File: src/rtl/fpu_cmp_unit.sv
// fpu_cmp_unit: RV64D sign-inject, min/max, compare and classify responder on the FPU issue handshake.
// Latency: accept edge + 2 cycles; result and NV land on the edge where busy_o falls, with a done_o pulse.
// Backpressure: no queueing; issues are taken only in IDLE, and enable/operand changes while busy are ignored.
// Optional: define FPU_CMP_SINGLE_EN to also accept the .S (fmt=00) variants with NaN-boxing.
module fpu_cmp_unit #(
   parameter int          FLEN      = 64,
   parameter logic [63:0] CANON_NAN = 64'h7FF8000000000000
) (
   input  logic            clk_i,
   input  logic            reset_i,
   input  logic            fpuEnable_i,
   input  logic [31:0]     instr_i,
   input  logic [FLEN-1:0] rs1_i,
   input  logic [FLEN-1:0] rs2_i,
   output logic            busy_o,
   output logic            done_o,
   output logic            illegal_o,
   output logic [FLEN-1:0] fpuOut_o,
   output logic [4:0]      fflags_o
);

`ifdef FPU_CMP_SINGLE_EN
   localparam bit SP_EN = 1'b1;
`else
   localparam bit SP_EN = 1'b0;
`endif

   localparam logic [63:0] CANON_NAN_S_BOXED = {32'hFFFFFFFF, 32'h7FC00000};

   typedef enum logic [1:0] {ST_IDLE, ST_CLASSIFY, ST_EXEC} state_t;

   typedef enum logic [3:0] {
      OP_SGNJ, OP_SGNJN, OP_SGNJX, OP_MIN, OP_MAX, OP_EQ, OP_LT, OP_LE, OP_CLASS
   } op_t;

   // Per-operand field summary captured at accept time.
   typedef struct packed {
      logic sign;
      logic exp_ones;
      logic exp_zero;
      logic mant_zero;
      logic mant_msb;
   } cls_t;

   // Field extraction for either format; sp selects the 32-bit layout.
   function automatic cls_t classify(input logic [63:0] x, input logic sp);
      cls_t c;
      if (sp) begin
         c.sign      = x[31];
         c.exp_ones  = &x[30:23];
         c.exp_zero  = ~|x[30:23];
         c.mant_zero = ~|x[22:0];
         c.mant_msb  = x[22];
      end else begin
         c.sign      = x[63];
         c.exp_ones  = &x[62:52];
         c.exp_zero  = ~|x[62:52];
         c.mant_zero = ~|x[51:0];
         c.mant_msb  = x[51];
      end
      return c;
   endfunction

   // Magnitude (everything but the sign) right-aligned for unsigned comparison.
   function automatic logic [63:0] magnitude(input logic [63:0] x, input logic sp);
      return sp ? {33'b0, x[30:0]} : {1'b0, x[62:0]};
   endfunction

   // Single results are NaN-boxed; double results pass straight through.
   function automatic logic [63:0] box(input logic [63:0] x, input logic sp);
      return sp ? {32'hFFFFFFFF, x[31:0]} : x;
   endfunction

   // ---------------------------------------------------------------- state
   state_t      state_q, state_d;
   op_t         op_q, op_d;
   logic        is_sp_q, is_sp_d;
   logic [63:0] a_q, a_d;
   logic [63:0] b_q, b_d;
   cls_t        cls_a_q, cls_a_d;
   cls_t        cls_b_q, cls_b_d;
   logic [63:0] res_q, res_d;
   logic        nv_q, nv_d;
   logic [63:0] out_q, out_d;
   logic [4:0]  flags_q, flags_d;
   logic        done_q, done_d;
   logic        illegal_q, illegal_d;

   // ---------------------------------------------------------------- decode
   logic [6:0]  opcode;
   logic [2:0]  funct3;
   logic [4:0]  rs2_fld;
   logic [6:0]  funct7;
   logic        fmt_ok;
   logic        dec_ok;
   op_t         dec_op;
   logic        dec_sp;
   logic [63:0] opa_in;
   logic [63:0] opb_in;
   logic        unused_instr_bits;

   assign opcode            = instr_i[6:0];
   assign funct3            = instr_i[14:12];
   assign rs2_fld           = instr_i[24:20];
   assign funct7            = instr_i[31:25];
   // rd and rs1 register indices belong to the register file, not to this unit.
   assign unused_instr_bits = ^instr_i[19:7];

   // Decode the supported opcode/funct7/funct3 combinations; fmt lives in funct7[1:0].
   always_comb begin
      dec_ok = 1'b0;
      dec_op = OP_SGNJ;
      dec_sp = SP_EN && (funct7[1:0] == 2'b00);
      fmt_ok = (funct7[1:0] == 2'b01) || dec_sp;
      if (opcode == 7'b1010011 && fmt_ok) begin
         case (funct7[6:2])
            5'b00100: begin
               case (funct3)
                  3'b000:  begin dec_ok = 1'b1; dec_op = OP_SGNJ;  end
                  3'b001:  begin dec_ok = 1'b1; dec_op = OP_SGNJN; end
                  3'b010:  begin dec_ok = 1'b1; dec_op = OP_SGNJX; end
                  default: dec_ok = 1'b0;
               endcase
            end
            5'b00101: begin
               case (funct3)
                  3'b000:  begin dec_ok = 1'b1; dec_op = OP_MIN; end
                  3'b001:  begin dec_ok = 1'b1; dec_op = OP_MAX; end
                  default: dec_ok = 1'b0;
               endcase
            end
            5'b10100: begin
               case (funct3)
                  3'b010:  begin dec_ok = 1'b1; dec_op = OP_EQ; end
                  3'b001:  begin dec_ok = 1'b1; dec_op = OP_LT; end
                  3'b000:  begin dec_ok = 1'b1; dec_op = OP_LE; end
                  default: dec_ok = 1'b0;
               endcase
            end
            5'b11100: begin
               if (funct3 == 3'b001 && rs2_fld == 5'd0) begin
                  dec_ok = 1'b1;
                  dec_op = OP_CLASS;
               end
            end
            default: dec_ok = 1'b0;
         endcase
      end
   end

`ifdef FPU_CMP_SINGLE_EN
   // A single operand that is not properly NaN-boxed reads as the canonical single NaN.
   assign opa_in = (dec_sp && !(&rs1_i[63:32])) ? CANON_NAN_S_BOXED : rs1_i;
   assign opb_in = (dec_sp && !(&rs2_i[63:32])) ? CANON_NAN_S_BOXED : rs2_i;
`else
   assign opa_in = rs1_i;
   assign opb_in = rs2_i;
`endif

   // ---------------------------------------------------------------- execute
   logic        nan_a, nan_b, snan_a, snan_b, zero_a, zero_b;
   logic        inf_a, sub_a, norm_a;
   logic [63:0] mag_a, mag_b;
   logic        both_zero, eq_val, lt_signed, lt_val;
   logic        sgn;
   logic [9:0]  class_bits;
   logic [63:0] calc_res;
   logic        calc_nv;

   // Result and NV from the captured operands and their field summaries.
   always_comb begin
      nan_a      = cls_a_q.exp_ones & ~cls_a_q.mant_zero;
      nan_b      = cls_b_q.exp_ones & ~cls_b_q.mant_zero;
      snan_a     = nan_a & ~cls_a_q.mant_msb;
      snan_b     = nan_b & ~cls_b_q.mant_msb;
      zero_a     = cls_a_q.exp_zero & cls_a_q.mant_zero;
      zero_b     = cls_b_q.exp_zero & cls_b_q.mant_zero;
      inf_a      = cls_a_q.exp_ones & cls_a_q.mant_zero;
      sub_a      = cls_a_q.exp_zero & ~cls_a_q.mant_zero;
      norm_a     = ~cls_a_q.exp_ones & ~cls_a_q.exp_zero;
      mag_a      = magnitude(a_q, is_sp_q);
      mag_b      = magnitude(b_q, is_sp_q);
      both_zero  = zero_a & zero_b;
      eq_val     = both_zero || ((cls_a_q.sign == cls_b_q.sign) && (mag_a == mag_b));
      // Strict sign-magnitude order in which -0 sits below +0; negative pairs reverse.
      if (cls_a_q.sign != cls_b_q.sign) begin
         lt_signed = cls_a_q.sign;
      end else if (cls_a_q.sign) begin
         lt_signed = mag_a > mag_b;
      end else begin
         lt_signed = mag_a < mag_b;
      end
      lt_val     = lt_signed & ~both_zero;
      class_bits = {nan_a & cls_a_q.mant_msb, snan_a,
                    ~cls_a_q.sign & inf_a, ~cls_a_q.sign & norm_a, ~cls_a_q.sign & sub_a,
                    ~cls_a_q.sign & zero_a,
                    cls_a_q.sign & zero_a, cls_a_q.sign & sub_a, cls_a_q.sign & norm_a,
                    cls_a_q.sign & inf_a};
      sgn        = cls_b_q.sign;
      calc_res   = 64'd0;
      calc_nv    = 1'b0;
      case (op_q)
         OP_SGNJ, OP_SGNJN, OP_SGNJX: begin
            if (op_q == OP_SGNJN) sgn = ~cls_b_q.sign;
            if (op_q == OP_SGNJX) sgn = cls_a_q.sign ^ cls_b_q.sign;
            calc_res = is_sp_q ? {32'hFFFFFFFF, sgn, a_q[30:0]} : {sgn, a_q[62:0]};
         end
         OP_MIN, OP_MAX: begin
            calc_nv = snan_a | snan_b;
            if (nan_a && nan_b) begin
               calc_res = is_sp_q ? CANON_NAN_S_BOXED : CANON_NAN;
            end else if (nan_a) begin
               calc_res = box(b_q, is_sp_q);
            end else if (nan_b) begin
               calc_res = box(a_q, is_sp_q);
            end else if ((op_q == OP_MIN) == lt_signed) begin
               calc_res = box(a_q, is_sp_q);
            end else begin
               calc_res = box(b_q, is_sp_q);
            end
         end
         OP_EQ: begin
            calc_nv  = snan_a | snan_b;
            calc_res = {63'd0, eq_val & ~nan_a & ~nan_b};
         end
         OP_LT, OP_LE: begin
            calc_nv  = nan_a | nan_b;
            calc_res = {63'd0, ~nan_a & ~nan_b & (lt_val | ((op_q == OP_LE) & eq_val))};
         end
         OP_CLASS: begin
            calc_res = {54'd0, class_bits};
         end
         default: calc_res = 64'd0;
      endcase
   end

   // ---------------------------------------------------------------- control
   // Next-state and register-load logic for IDLE -> CLASSIFY -> EXEC -> IDLE.
   always_comb begin
      state_d   = state_q;
      op_d      = op_q;
      is_sp_d   = is_sp_q;
      a_d       = a_q;
      b_d       = b_q;
      cls_a_d   = cls_a_q;
      cls_b_d   = cls_b_q;
      res_d     = res_q;
      nv_d      = nv_q;
      out_d     = out_q;
      flags_d   = flags_q;
      done_d    = 1'b0;
      illegal_d = 1'b0;
      case (state_q)
         ST_IDLE: begin
            if (fpuEnable_i) begin
               if (dec_ok) begin
                  op_d    = dec_op;
                  is_sp_d = dec_sp;
                  a_d     = opa_in;
                  b_d     = opb_in;
                  cls_a_d = classify(opa_in, dec_sp);
                  cls_b_d = classify(opb_in, dec_sp);
                  state_d = ST_CLASSIFY;
               end else begin
                  illegal_d = 1'b1;
               end
            end
         end
         ST_CLASSIFY: begin
            res_d   = calc_res;
            nv_d    = calc_nv;
            state_d = ST_EXEC;
         end
         ST_EXEC: begin
            out_d   = res_q;
            flags_d = {nv_q, 4'b0000};
            done_d  = 1'b1;
            state_d = ST_IDLE;
         end
         default: state_d = ST_IDLE;
      endcase
   end

   // State and datapath registers; reset drops any in-flight op immediately.
   always_ff @(posedge clk_i or negedge reset_i) begin
      if (!reset_i) begin
         state_q   <= ST_IDLE;
         op_q      <= OP_SGNJ;
         is_sp_q   <= 1'b0;
         a_q       <= 64'd0;
         b_q       <= 64'd0;
         cls_a_q   <= '0;
         cls_b_q   <= '0;
         res_q     <= 64'd0;
         nv_q      <= 1'b0;
         out_q     <= 64'd0;
         flags_q   <= 5'd0;
         done_q    <= 1'b0;
         illegal_q <= 1'b0;
      end else begin
         state_q   <= state_d;
         op_q      <= op_d;
         is_sp_q   <= is_sp_d;
         a_q       <= a_d;
         b_q       <= b_d;
         cls_a_q   <= cls_a_d;
         cls_b_q   <= cls_b_d;
         res_q     <= res_d;
         nv_q      <= nv_d;
         out_q     <= out_d;
         flags_q   <= flags_d;
         done_q    <= done_d;
         illegal_q <= illegal_d;
      end
   end

   assign busy_o    = (state_q != ST_IDLE);
   assign done_o    = done_q;
   assign illegal_o = illegal_q;
   assign fpuOut_o  = out_q[FLEN-1:0];
   assign fflags_o  = flags_q;

endmodule

File: config.mk
export PLATFORM = sky130hd
export DESIGN_NAME = fpu_cmp_unit
export DESIGN_NICKNAME = d
export VERILOG_FILES = /design/src/rtl/fpu_cmp_unit.sv
export SDC_FILE = /design/constraint.sdc
export NUM_CORES = 1
export LEC_CHECK = 0
export CORE_AREA = 10 10 196 143
export CTS_BUF_LIST = sky130_fd_sc_hd__clkbuf_8
export DETAILED_ROUTE_END_ITERATION = 7
export DIE_AREA = 0 0 206 153
export PLACE_DENSITY = 0.82
export SLEW_MARGIN = 20
export SYNTH_ARGS = -nofsm -noshare
export SYNTH_HDL_FRONTEND = slang
export SYNTH_SLANG_ARGS = --single-unit
File: constraint.sdc
create_clock -name clk_i -period 3.6 [get_ports clk_i]
set_clock_uncertainty 0.1 [all_clocks]
set_input_delay 0.54 -clock clk_i [delete_from_list [all_inputs] [get_ports clk_i]]
set_output_delay 0.54 -clock clk_i [all_outputs]
set_load 0.01 [all_outputs]
=== After elaboration in Yosys (flattened, before gate mapping) ===
Index checks and enable logic that the tools add are counted.

* Logic and storage cells: 143
* Output and inout port bits: 72
* Input port bits: 163
* Bits in registers: 276

* Bitwise gates (word level): 40
* Mux-type cells: 28
* Magnitude comparators: 2
* Eq/ne operators: 24
* Reductions and logical operators: 29

{| class="wikitable"
|+ Operators by type and width
! cell !! count
|-
| $pmux W64 S5 || 1
|-
| $mux W64 || 4
|-
| $reduce_or A52 Y1 || 2
|-
| $eq A63 B63 Y1 || 1
|-
| $gt A63 B63 Y1 || 1
|-
| $lt A63 B63 Y1 || 1
|-
| $and A1 B1 Y1 || 25
|-
| $reduce_and A11 Y1 || 2
|-
| $reduce_or A11 Y1 || 2
|-
| $eq A4 B3 Y1 const B || 4
|-
| $pmux W4 S4 || 1
|-
| $mux W1 || 12
|-
| $not A1 Y1 || 11
|-
| $eq A5 B3 Y1 const B || 2
|-
| $eq A5 B5 Y1 const B || 2
|-
| $pmux W3 S3 || 1
|-
| $reduce_or A3 Y1 || 3
|-
| $eq A4 B2 Y1 const B || 2
|-
| $mux W4 || 2
|-
| $pmux W2 S2 || 2
|-
| $reduce_or A2 Y1 || 4
|-
| $eq A7 B7 Y1 const B || 1
|-
| $pmux W3 S2 || 1
|-
| $logic_not A5 Y1 || 1
|-
| 23 further kinds || 35
|}

=== Depth between registers and ports, before layout ===
* Depth after elaboration: 9
* Depth in mapped cells: 13
* Depth with buffers taken out: 11

=== Worst setup path before layout ===
OpenSTA, ideal clock, no wires.

* Kind: register -> register
* Start: register a_q[2]
* End: register res_q[2]
* Stages on the path, launching flop included: 12
* Arrival time: 3033 ps
* Setup slack: 347 ps
* Buffers on the path: 1
* Setup time: 120 ps
* Period minus slack after synthesis: 3253 ps
* Required time: 3380 ps
* Cell sequence: dfrtp_1 > ha_1 > a21oi_2 > a21oi_1 > o31ai_2 > a31oi_1 > or4_4 > a221o_1 > nor2_4 > buf_8 > mux2_1 > a31o_1

* Cells in the longest elaborated chain, start to end: 9
* Elaborated cells between the ends (all ways): 10
* Classes of those cells: order compare: 2; eq/ne: 1; mux: 7

{| class="wikitable"
|+ RTL lines
! what !! line !! source
|-
| from (decl) || 78 || <nowiki>logic [63:0] a_q, a_d;</nowiki>
|-
| from (signal assigned) || 290 || <nowiki>a_q <= 64'd0;</nowiki>
|-
| from (signal assigned) || 304 || <nowiki>a_q <= a_d;</nowiki>
|-
| $lt A63 B63 Y1 or $gt A63 B63 Y1 (tied branches) || 191, 189 ||
|-
| $mux W1 || 188 || <nowiki>end else if (cls_a_q.sign) begin</nowiki>
|-
| $mux W1 || 186 || <nowiki>if (cls_a_q.sign != cls_b_q.sign) begin</nowiki>
|-
| $eq A1 B1 Y1 || 216 || <nowiki>end else if ((op_q == OP_MIN) == lt_signed) begin</nowiki>
|-
| $mux W64 || 216 ||
|-
| $mux W64 || 214 || <nowiki>end else if (nan_b) begin</nowiki>
|-
| $mux W64 || 212 || <nowiki>end else if (nan_a) begin</nowiki>
|-
| $mux W64 || 210 || <nowiki>if (nan_a && nan_b) begin</nowiki>
|-
| $pmux W64 S5 * || 202 || <nowiki>case (op_q)</nowiki>
|-
| to (signal assigned) || 308 || <nowiki>res_q <= res_d;</nowiki>
|-
| to (decl) || 82 || <nowiki>logic [63:0] res_q, res_d;</nowiki>
|}

Every way passes the cells marked *; elsewhere a longest branch is shown, timed or not.
A chain may end at the register's enable or synchronous reset.

=== Worst setup path in the final report ===
* Start: register a_q[29]
* End: register res_q[32]

* Cells in the longest elaborated chain, start to end: 9
* Elaborated cells between the ends (all ways): 10
* Classes of those cells: order compare: 2; eq/ne: 1; mux: 7

{| class="wikitable"
|+ RTL lines
! what !! line
|-
| $lt A63 B63 Y1 or $gt A63 B63 Y1 (tied branches) || 191, 189
|-
| $mux W1 * || 188
|-
| $mux W1 * || 186
|-
| $eq A1 B1 Y1 * || 216
|-
| $mux W64 * || 216
|-
| $mux W64 * || 214
|-
| $mux W64 * || 212
|-
| $mux W64 * || 210
|-
| $pmux W64 S5 * || 202
|}

Marked as above.

==> impl_metrics.py <==
metrics = {
    "synthesis": {
        "syn_area_um2": 13200,
        "synthArstFlopShare_pct": 100,
        "syn_inst": 1301,
        "synthFlopType": "dfrtp_1",
        "ys_ff_latch": 272,
        "ys_seq_area_share_pct": 51.7,
        "synth_edf_count": 0,
        "synth_cell_types": 67,
        "yosysWarningCount": 0,
        "avgSynthCellArea_um2": 10.1,
    },
    "power": {
        "peakVddDrop_uv": 321,
        "power_density_nw_per_um2": 353,
        "leakage_uw": 0.00840,
        "total_power_uw": 6070,
    },
    "drt": {
        "wl_mm": 40.4,
        "drc": 0,
        "antenna_left": 0,
        "avgViaCountPerCell": 5.86,
        "wl_per_cell_um": 21.1,
        "dr.pass1.iters": 7,
        "dr_total_vias": 11200,
        "dr.first_iter.drc_count": 1073,
    },
    "place": {
        "placed_cell_area_um2": 15800,
        "place_congestion": 0.898,
        "port_buffers": 220,
        "hpwl_mm": 27.9,
    },
    "floorplanning": {
        "core-area_um2": 24300,
        "num_rows": 48,
        "start_util_pct": 54.2,
        "pin_count": 235,
        "die-area_um2": 31500,
        "die_h_um": 153,
        "die_x_um": 206,
    },
    "critical_path": {
        "worst_setup_path_end_kind": "register",
        "cp.arrival_ns": 4.05,
        "crit_path_start_kind": "register",
        "path_class": "reg2reg",
        "crit_required_ns": 3.93,
        "path_max_fanout": 7,
    },
    "grt": {
        "grt_pass1_vias": 11500,
        "grt_use_total_pct": 24.1,
        "overflow": 0,
        "grt_pass1_wl_mm": 61.3,
        "antenna_found_initial": 0,
        "grt_max_degree": 88,
    },
    "layout": {
        "drive_gt1_share_pct": 16.2,
        "final_nets": 1782,
        "area_delta_synth_final_pct": 30.8,
        "antenna_cells": 0,
        "final_common_cell": "nand2_1",
        "final_cell_mix": "300 x nand2_1, 271 x dfrtp_1, 219 x clkdlybuf4s50_1, 95 x o21ai_0, 80 x inv_1",
        "final_cell_area_um2": 17200,
    },
    "sta": {
        "rsz0062_at_grt": "yes",
        "slew_headroom_pct": 40.3,
        "hold_violations": 0,
        "worstMarginPinSlew_ns": 0.894,
        "min_period_over_period_pct": 104,
        "timing.final.setup_violations": 62,
        "fin_crit_ns": 3.73,
        "final.setup.worst_slack_ns": -0.127,
        "maxSlewViolCount": 0,
        "max_freq_ghz": 0.268,
    },
    "clock_tree": {
        "cts_tree": "yes",
        "cts_max_level": 2,
        "cts_buffer_depth": 3,
        "cts-root-buf": "clkbuf_8",
        "clk_latency_ns": 0.56,
        "cts_sinks": 272,
        "clkTransAtPathRegs_ns": 0.07,
        "cts_made_buffers": 44,
    },
    "outcome": {
        "violations": "negative setup slack",
        "status": "finished with violations",
    },
    "hold_path": {
        "hp-class": "reg2reg",
    },
    "job": {
        "cap_violations": 0,
    },
}
-- kinds of logic after synthesis --
| kind of cell | after synthesis | share of synthesized area, % |
|---|---|---|
| other | 1 | 0.0285 |
| multiplexers | 72 | 6.16 |
| AO/OA/AOI/OAI | 235 | 12.5 |
| adder cells (fa/ha/maj) | 63 | 5.99 |
| buffers and inverters | 148 | 5.78 |
| XOR/XNOR | 2 | 0.133 |
| AND/OR/NAND/NOR | 508 | 17.7 |
| flip-flops | 272 | 51.7 |
-- sequential cells by signal (all words and copies together) (netlist names) --
signal and cells:
fflags_o 1, a_q 64, cls_a_q 3, state_q 2, res_q 64, nv_q 1
cls_b_q 3, done_o 1, illegal_o 1, op_q 4, fpuOut_o 64, b_q 64
-- per-layer routing --
layer	share of wire [%]	track usage [%]	up-vias
met5	0	0	-
met4	2.7	7.83	0
met3	9.6	6.65	96
met2	46	36.6	561
met1	42	32.8	5453
li1	-	-	5116
-- synth_stat cells, types with 2 or more instances --
library cell / n / share of area [%]
a21oi_1: 38 / 1.4
a21oi_2: 2 / 0.13
a221o_1: 56 / 4.3
a221oi_2: 2 / 0.23
a22o_1: 2 / 0.13
a22oi_1: 7 / 0.40
a31o_1: 2 / 0.13
a31o_2: 5 / 0.33
a32o_1: 2 / 0.15
a32oi_1: 4 / 0.27
and2_1: 2 / 0.095
and2b_2: 2 / 0.13
buf_1: 6 / 0.17
buf_2: 3 / 0.11
buf_4: 8 / 0.46
buf_8: 7 / 0.80
clkbuf_1: 36 / 1.0
dfrtp_1: 272 / 52
dlygate4sd1_1: 3 / 0.20
dlygate4sd3_1: 9 / 0.68
ha_1: 63 / 6.0
inv_1: 73 / 2.1
mux2_1: 2 / 0.17
mux2_2: 70 / 6.0
nand2_1: 300 / 8.6
nand2b_1: 6 / 0.29
nand3_1: 15 / 0.57
nand3b_1: 3 / 0.17
nand4_1: 25 / 1.2
nand4_2: 2 / 0.19
nor2_1: 34 / 0.97
nor3_1: 56 / 2.1
nor4_1: 44 / 2.1
o211ai_1: 3 / 0.17
o21ai_0: 98 / 3.7
o41ai_1: 4 / 0.27
or2_2: 2 / 0.095
or2b_2: 2 / 0.13
or4_1: 3 / 0.17
-- worst max-delay path, cell delays in order, from the launching register on --
cell and delay [ns]:
dfrtp_1 0.41, ha_1 0.33, nand4_1 0.19, nor3_1 0.11, a22oi_1 0.22, a21oi_1 0.11, buf_4 0.16, or4_4 0.57
a221o_1 0.41, nor2_4 0.24, clkbuf_16 0.23, clkbuf_16 0.16, nor3_1 0.06, a221o_1 0.29
-- cell type report --
cell class,count,area [um2]
Sequential cell,272,6810
Timing Repair Buffer,281,2930
Clock inverter,26,140
Clock buffer,54,743
Multi-Input combinational cell,884,5900
Fill cell,1761,7050
Inverter,73,277
Tap cell,325,407
-- what timing repair did --
action | CTS | global route
pin swaps | 0 | 32
hold endpoints to repair | 82 | 0
gates resized for setup | 5 | 48
setup buffers | 4 | 7
gates cloned | 0 | 6
setup endpoints to repair | 59 | 63
hold buffers | 1 | 0
-- power by group --
| part | leakage [uW] | total [uW] | internal [uW] | switching (uW) |
|---|---|---|---|---|
| clock network | 0.000515 | 2700 | 1430 | 1270 |
| logic | 0.00444 | 312 | 168 | 143 |
| registers | 0.00344 | 3060 | 3060 | 0.706 |
-- worst paths after layout --
kind	start	end	slack [ns]	cells past startpoint
setup / recovery	a_q[29]	res_q[32]	-0.13	13
hold / removal	fpuOut_o[22]	fpuOut_o[22]	0.40	1
setup reg to reg	a_q[29]	res_q[32]	-0.13	13
hold reg to reg	fpuOut_o[22]	fpuOut_o[22]	0.40	1
max in group asynchronous	reset_i	fpuOut_o[58]	2.05	3
min in group asynchronous	reset_i	fpuOut_o[41]	0.51	2
-- metrics by stage --
step / setup slack [ns] / util [%] / hold slack [ns] / std cells / TNS, ns
finish: -0.127 / 70.9 / 0.404 / 1915 / -5.05
global route: -0.209 / 70.9 / 0.418 / 1915 / -10.33
global placement: 0.0217 / 65.1 / 0.389 / 1817 / 0
detailed placement: -0.0771 / 65.1 / 0.395 / 1817 / -1.70
CTS: 0.00680 / 69.0 / 0.408 / 1902 / 0
floorplan: 0.347 / - / 0.144 / 1304 / 0
Power figures use the tool's default switching activity.
